[config.mk]
export PLATFORM = sky130hd
export DESIGN_NAME = full_subtractor_reg
export DESIGN_NICKNAME = d
export VERILOG_FILES = /design/src/rtl/fs_pkg.sv /design/src/rtl/fs_bit_cell.sv /design/src/rtl/full_subtractor_reg.sv
export SDC_FILE = /design/constraint.sdc
export NUM_CORES = 1
export LEC_CHECK = 0
export ABC_CLOCK_PERIOD_IN_PS = 950
export CAP_MARGIN = 20
export CORE_AREA = 2 2 39 41
export CTS_CLUSTER_SIZE = 40
export DETAILED_ROUTE_END_ITERATION = 10
export DIE_AREA = 0 0 41 43
export GPL_ROUTABILITY_DRIVEN = 0
export PLACE_DENSITY = 0.38
export SYNTH_ARGS = -nofsm -noshare
export SYNTH_HDL_FRONTEND = slang
export SYNTH_SLANG_ARGS = --single-unit
[constraint.sdc]
create_clock -name clk -period 0.95 [get_ports clk]
set_input_delay 0.1425 -clock clk [delete_from_list [all_inputs] [get_ports clk]]
set_output_delay 0.1425 -clock clk [all_outputs]
set_load 0.01 [all_outputs]
[src/rtl/fs_pkg.sv]
// Shared definitions for the registered full subtractor.
//   FS_MAX_WIDTH : widest operand the subtractor is built for
//   fs_result_t  : difference/borrow pair, sized for the widest build;
//                  narrower users zero-extend diff
package fs_pkg;

  localparam int FS_MAX_WIDTH = 64;

  typedef struct packed {
    logic [FS_MAX_WIDTH-1:0] diff;
    logic                    borrow;
  } fs_result_t;

endpackage

[src/rtl/fs_bit_cell.sv]
// Combinational 1-bit full subtractor cell: computes a - b - bi.
// Ports:
//   a_i  : minuend bit
//   b_i  : subtrahend bit
//   bi_i : borrow-in
//   d_o  : difference bit
//   bo_o : borrow-out
module fs_bit_cell (
  input  logic a_i,
  input  logic b_i,
  input  logic bi_i,
  output logic d_o,
  output logic bo_o
);

  assign d_o  = a_i ^ b_i ^ bi_i;
  // A borrow is generated when a=0,b=1. When a==b, the incoming borrow
  // passes straight through.
  assign bo_o = (~a_i & b_i) | (~(a_i ^ b_i) & bi_i);

endmodule

[src/rtl/full_subtractor_reg.sv]
// Registered, width-parameterised full subtractor: a - b - bin through a
// ripple-borrow chain of fs_bit_cell, with the result captured on the
// rising edge. Latency 1 cycle, full throughput, no backpressure.
// Ports:
//   clk       : rising-edge clock
//   rst       : synchronous active-high reset
//   in_valid  : operands valid this cycle
//   a, b      : unsigned minuend / subtrahend (WIDTH bits)
//   bin       : borrow-in
//   diff      : registered (a - b - bin) mod 2^WIDTH
//   borrow    : registered borrow-out (a < b + bin)
//   out_valid : diff/borrow were produced from a valid input at the last edge
module full_subtractor_reg
  import fs_pkg::*;
#(
  parameter int WIDTH = 1
) (
  input  logic             clk,
  input  logic             rst,
  input  logic             in_valid,
  input  logic [WIDTH-1:0] a,
  input  logic [WIDTH-1:0] b,
  input  logic             bin,
  output logic [WIDTH-1:0] diff,
  output logic             borrow,
  output logic             out_valid
);

  if (WIDTH < 1 || WIDTH > FS_MAX_WIDTH) begin : g_width_chk
    $error("full_subtractor_reg: WIDTH out of range 1..%0d", FS_MAX_WIDTH);
  end

  // bchain[i] is the borrow into cell i; bchain[WIDTH] is the final borrow.
  logic [WIDTH:0]   bchain;
  logic [WIDTH-1:0] diff_d;
  logic             borrow_d;

  assign bchain[0] = bin;

  for (genvar i = 0; i < WIDTH; i++) begin : g_cell
    fs_bit_cell u_cell (
      .a_i  (a[i]),
      .b_i  (b[i]),
      .bi_i (bchain[i]),
      .d_o  (diff_d[i]),
      .bo_o (bchain[i+1])
    );
  end

  assign borrow_d = bchain[WIDTH];

  logic [WIDTH-1:0] diff_q;
  logic             borrow_q;
  logic             valid_q;

  // Result registers only load on a valid input so an idle cycle leaves
  // the last result visible; out_valid drops for that cycle.
  always_ff @(posedge clk) begin
    if (rst) begin
      diff_q   <= '0;
      borrow_q <= 1'b0;
      valid_q  <= 1'b0;
    end else begin
      valid_q <= in_valid;
      if (in_valid) begin
        diff_q   <= diff_d;
        borrow_q <= borrow_d;
      end
    end
  end

  assign diff      = diff_q;
  assign borrow    = borrow_q;
  assign out_valid = valid_q;

endmodule

== Word-level counts from Yosys, hierarchy flattened ==
Cells that the tools add are included.
Word-level totals
  logic and storage cells: 10
  bits of input ports: 6
  register bits: 3
  output and inout bits: 3
Cells by class
  bitwise gates (word level): 7
Operators with widths (count)
  1-bit bitwise AND: 2
  1-bit inverter: 2
  1-bit XOR: 2
  1-bit bitwise OR: 1

== Depth between registers and ports, before layout ==
  depth after elaboration: 4
  mapped depth: 4

== By module ==
A second synthesis with hierarchy kept.
Unflattened totals
  cells, all modules: 12
  area, all modules: 125.1 um^2
Modules (own cells, without submodules)
  full_subtractor_reg: cells each 8, area each 93.8 um^2, seq. area each 60.1 um^2, instances 1
  fs_bit_cell: cells each 4, area each 31.3 um^2, seq. area each 0.0 um^2, instances 1

== Least setup slack after synthesis ==
No wires, ideal clock.
  path type: input-to-reg
  from: in b
  to: reg diff_q, in the netlist diff
  cell stages on the path: 4
  required time: 836 ps
  arrival: 776 ps
  path slack: 59 ps
  path through: inv_1 > fa_1 > mux2i_1 > nor2_1
On the way
  longest elaborated chain between the ends: 2
RTL lines
  start: declaration: RTL line full_subtractor_reg.sv:22  | input logic [WIDTH-1:0] b,
  1-bit XOR (2 in series): RTL line fs_bit_cell.sv:16  | assign d_o = a_i ^ b_i ^ bi_i;
  net diff_d: RTL line full_subtractor_reg.sv:35  | logic [WIDTH-1:0] diff_d;
  end signal: assignment: RTL line full_subtractor_reg.sv:66  | diff_q <= diff_d;
  end: declaration: RTL line full_subtractor_reg.sv:52  | logic [WIDTH-1:0] diff_q;
The timed path passes the listed nets, and every way through them passes these cells.
A chain may end at the register's enable or synchronous reset.

== Final worst setup path ==
  from: in bin
  to: reg diff_q, in the netlist diff
On the way
  longest elaborated chain between the ends: 1
RTL lines
  start: declaration: RTL line full_subtractor_reg.sv:23  | input logic bin,
  1-bit XOR: RTL line fs_bit_cell.sv:16
  net diff_d: RTL line full_subtractor_reg.sv:35
The timed path passes the listed nets, and every way through them passes these cells.

==> impl_results.html <==
<table>
<tr><th>Metric</th><th>Value</th></tr>
<tr><th colspan="2">Outcome</th></tr>
<tr><td>Status</td><td>complete, no violations</td></tr>
<tr><th colspan="2">Pwr</th></tr>
<tr><td>Cell internal pwr</td><td>0.325 mW</td></tr>
<tr><td>Net Switching</td><td>0.0917 mW</td></tr>
<tr><td>Sequential fraction of design power</td><td>0.338</td></tr>
<tr><td>Combinational group share of total power</td><td>0.132</td></tr>
<tr><td>Fraction of power consumed by the clock network</td><td>0.531</td></tr>
<tr><td>Reported leakage power</td><td>0.107 nW</td></tr>
<tr><td>Cell area power density</td><td>1790 nW/um^2</td></tr>
<tr><td>Switching portion of total power</td><td>0.220</td></tr>
<tr><td>Maximum resistive drop on vdd</td><td>0.000401 V</td></tr>
<tr><th colspan="2">Synth</th></tr>
<tr><td>Top_reg_cell synth</td><td>dfxtp_1</td></tr>
<tr><td>Most numerous cell in the Yosys netlist</td><td>dfxtp_1</td></tr>
<tr><td>Yosys warnings</td><td>0</td></tr>
<tr><td>Leading post-synthesis cells by cell area</td><td>dfxtp_1 51%, fa_1 17%, mux2i_1 8.4%, a211oi_1 6.3%, inv_1 6.3%</td></tr>
<tr><td>Post-synthesis area per instance</td><td>10.8 sq um</td></tr>
<tr><td>Post-synthesis share of cell area spent on xor and xnor gates</td><td>0</td></tr>
<tr><td>Number of register bits inferred by synthesis</td><td>3</td></tr>
<tr><td>Count of mapped cells out of synthesis</td><td>11</td></tr>
<tr><td>Share of synthesized flip-flops with an asynchronous set or reset</td><td>0</td></tr>
<tr><td>Count of different cell masters after synthesis</td><td>7</td></tr>
<tr><td>Fraction of the yosys area taken by sequential cells</td><td>0.505</td></tr>
<tr><td>Post-Syn Nets</td><td>18</td></tr>
<tr><td>Dominant cell type by area after synthesis</td><td>dfxtp_1</td></tr>
<tr><td>Combinational family with the most area after synthesis</td><td>adder cells</td></tr>
<tr><td>Synthesized area</td><td>119 sq um</td></tr>
<tr><td>Arithmetic-cell share of the synthesized area counting full adders, half adders and majority gates</td><td>0.168</td></tr>
<tr><td>Synth cell count leaders</td><td>3 x dfxtp_1, 2 x inv_1, 2 x nor2_1</td></tr>
<tr><td>Post-synth EDFFs</td><td>0</td></tr>
<tr><td>Basic-gate share of the synthesized area counting and, or, nand and nor cells</td><td>0.116</td></tr>
<tr><td>Fraction of the mapped netlist area in compound gates</td><td>0.0632</td></tr>
<tr><td>Share of synthesized area spent on multiplexers</td><td>0.0842</td></tr>
<tr><td>Portion of synthesized cell area occupied by the leading cell type</td><td>0.505</td></tr>
<tr><th colspan="2">Floorplanning</th></tr>
<tr><td>Number of top-level design ports</td><td>9</td></tr>
<tr><td>Core Box Area</td><td>1380 sq um</td></tr>
<tr><td>Starting Density</td><td>0.0859</td></tr>
<tr><td>Die area</td><td>1760 sq um</td></tr>
<tr><td>Num rows</td><td>14</td></tr>
<tr><td>Vertical die dimension</td><td>43 um</td></tr>
<tr><td>DIE WIDTH</td><td>41 um</td></tr>
<tr><th colspan="2">Route</th></tr>
<tr><td>Routed metal-1 wire length</td><td>112 um</td></tr>
<tr><td>Number of vias per cell</td><td>3.00</td></tr>
<tr><td>Residual DRC</td><td>0</td></tr>
<tr><td>Met3 wire length</td><td>67 um</td></tr>
<tr><td>Highest metal used</td><td>met4</td></tr>
<tr><td>Number of DRC markers after the initial detailed-route iteration</td><td>2</td></tr>
<tr><td>Met2 layer wire length in the routed design</td><td>96 um</td></tr>
<tr><td>ANT nets after route</td><td>0</td></tr>
<tr><td>Pre-Repair DR Iteration Count</td><td>2</td></tr>
<tr><td>Vias</td><td>117</td></tr>
<tr><td>Total wirelength of the detailed-routed design</td><td>281 um</td></tr>
<tr><td>Routed length per placed instance</td><td>7.21 um</td></tr>
<tr><th colspan="2">Setup path</th></tr>
<tr><td>Worst-case register-to-register setup slack</td><td>0.31 ns</td></tr>
<tr><td>Required time of the worst setup path</td><td>1.07 ns</td></tr>
<tr><td>R2r startpoint</td><td>borrow$_SDFFE_PP0P_</td></tr>
<tr><td>Critical Path End Type</td><td>register</td></tr>
<tr><td>FF-to-FF path depth</td><td>2</td></tr>
<tr><td>End of the worst register-to-register path</td><td>borrow$_SDFFE_PP0P_</td></tr>
<tr><td>Worst Setup Path Type</td><td>in -&gt; reg</td></tr>
<tr><td>Maximum fanout count along the critical path</td><td>1</td></tr>
<tr><td>Arrival time of the worst setup path</td><td>1.03 ns</td></tr>
<tr><td>Critical path launch point type</td><td>input pin</td></tr>
<tr><th colspan="2">Global routing</th></tr>
<tr><td>Wire length of the first global-routing pass</td><td>455 um</td></tr>
<tr><td>Via count of the first global-routing pass</td><td>112</td></tr>
<tr><td>Gr usage total</td><td>0.0463</td></tr>
<tr><td>Remaining Overflow, GRT</td><td>0</td></tr>
<tr><td>Maximum number of pins on one net before global-route repair</td><td>5</td></tr>
<tr><td>Antenna violations before repair</td><td>0</td></tr>
<tr><th colspan="2">Placement</th></tr>
<tr><td>Number of buffers inserted by port buffering</td><td>8</td></tr>
<tr><td>Placed Instances</td><td>35</td></tr>
<tr><th colspan="2">Timing</th></tr>
<tr><td>RSZ-0062 raised after global routing</td><td>no</td></tr>
<tr><td>Maximum achievable frequency</td><td>1100 MHz</td></tr>
<tr><td>Final-layout worst hold slack</td><td>0.417 ns</td></tr>
<tr><td>Tightest Pin Transition</td><td>0.173 ns</td></tr>
<tr><td>Final hold vios</td><td>0</td></tr>
<tr><td>Final cycle utilization of the critical path</td><td>0.960</td></tr>
<tr><td>Final min period</td><td>0.912 ns</td></tr>
<tr><td>Final worst clock skew</td><td>0 ns</td></tr>
<tr><td>Number of endpoints failing setup at the final stage</td><td>0</td></tr>
<tr><td>Total Negative Setup Slacks</td><td>0 ns</td></tr>
<tr><td>Total count of max-transition violations in the final report</td><td>0</td></tr>
<tr><td>Headroom to the max-slew limit</td><td>0.884</td></tr>
<tr><th colspan="2">Worst hold path</th></tr>
<tr><td>Worst Hold End</td><td>borrow$_SDFFE_PP0P_</td></tr>
<tr><td>Hold Path Cell Cnt</td><td>3</td></tr>
<tr><td>Class of the worst hold path</td><td>in -&gt; reg</td></tr>
<tr><td>Launch point of the worst hold path</td><td>a</td></tr>
<tr><th colspan="2">Final layout</th></tr>
<tr><td>Non-filler cells in the finished layout</td><td>39</td></tr>
<tr><td>Layout Utilization</td><td>0.168</td></tr>
<tr><td>ANT cells</td><td>0</td></tr>
<tr><td>Nets@finish</td><td>31</td></tr>
<tr><td>Layout area overhead</td><td>95.8%</td></tr>
<tr><td>Fraction of final layout cells with drive strength greater than 1</td><td>0.261</td></tr>
<tr><td>Count of fill cells added during filler insertion</td><td>158</td></tr>
<tr><th colspan="2">Clocking</th></tr>
<tr><td>Clock slew at reported path FFs</td><td>0.04 ns</td></tr>
<tr><td>Root buf cell</td><td>clkbuf_4</td></tr>
<tr><td>Post-CTS repair timing setup buffer count</td><td>0</td></tr>
<tr><td>Deepest clock path buffer count</td><td>2</td></tr>
<tr><td>Sinks on Clock Net</td><td>3</td></tr>
<tr><td>Insertion delay to the later sink of the worst-skew pair</td><td>0.23 ns</td></tr>
<tr><td>TritonCTS clock tree</td><td>done</td></tr>
<tr><td>Clock buffers created by TritonCTS</td><td>3</td></tr>
<tr><td>Deepest level of the CTS H-tree</td><td>1</td></tr>
<tr><th colspan="2">Flow run</th></tr>
<tr><td>Maximum capacitance violations</td><td>0</td></tr>
</table>
-- power groups by stage --
stage / Combinational [mW] / Clock [mW] / Sequential (mW)
detailed placement: 0.0671 / 0 / 0.143
global placement: 0.0650 / 0 / 0.142
global route: 0.0623 / 0.240 / 0.141
floorplan: 0.0169 / 0 / 0.147
CTS: 0.0588 / 0.231 / 0.141
finish: 0.0549 / 0.221 / 0.141
-- how the worst max path moves through the flow --
stage / end / startpoint / cells past startpoint / slack [ns]
2_1_floorplan: diff$_SDFFE_PP0P_ / b / 4 / 0.06
3_3_place_gp: diff$_SDFFE_PP0P_ / b / 5 / -0.42
3_5_place_dp: diff$_SDFFE_PP0P_ / b / 5 / -0.44
4_1_cts: borrow / borrow$_SDFFE_PP0P_ / 1 / 0.003
5_1_grt: diff$_SDFFE_PP0P_ / bin / 5 / 0.005
6_report: diff$_SDFFE_PP0P_ / bin / 5 / 0.04
-- per-layer routing --
layer,vias up,track usage
met4,0,0.0600
met1,48,0.0485
met2,9,0.0375
met5,-,0
li1,58,-
met3,2,0.0524
-- flip-flops by register name, indices dropped and copies added (netlist names) --
register / cells
diff: 1
out_valid: 1
borrow: 1
-- critical path: stages --
cell and delay, ns:
dlygate4sd2_1 0.22, inv_1 0.07, fa_1 0.41, mux2i_1 0.14
nor2_1 0.05
-- per-stage QoR --
step	worst slack, ns	power (mW)	instance area (sq um)
finish	0.0382	0.417	233
global route	0.00503	0.444	233
CTS	0.00348	0.431	241
detailed placement	-0.440	0.210	219
global placement	-0.422	0.207	219
floorplan	0.0591	0.163	119
-- cell usage in the layout (no fill, tap or decap), drive strengths merged --
cell	synthesis	routed
nor2b	1	1
mux2i	1	1
clkbuf	0	5
dlygate4sd2	0	2
inv	2	2
fa	1	1
clkdlybuf4s50	0	2
clkdlybuf4s15	0	2
buf	0	1
a211oi	1	1
dfxtp	3	3
nor2	2	2
-- area by class of cell --
| type | count | area [sq um] | area share |
|---|---|---|---|
| Clock buffer | 4 | 26.3 | 0.113 |
| Inverter | 2 | 7.51 | 0.0323 |
| Multi-Input combinational cell | 6 | 51.3 | 0.220 |
| Sequential cell | 3 | 60.1 | 0.258 |
| Tap cell | 16 | 20.0 | 0.0860 |
| Timing Repair Buffer | 8 | 67.6 | 0.290 |
-- cells by family after synthesis --
group	Yosys count
adder cells (fa/ha/maj)	1
buffers and inverters	2
multiplexers	1
AND/OR/NAND/NOR	3
flip-flops	3
AO/OA/AOI/OAI	1
-- repair_timing --
| item | 4_1_cts | 5_1_grt |
|---|---|---|
| hold buffers | 0 | 0 |
| pin swaps | 2 | 2 |
| endpoints found under the setup margin | 5 | 4 |
| gates resized for setup | 9 | 5 |
Note: power is estimated with default switching activity, not from simulation.
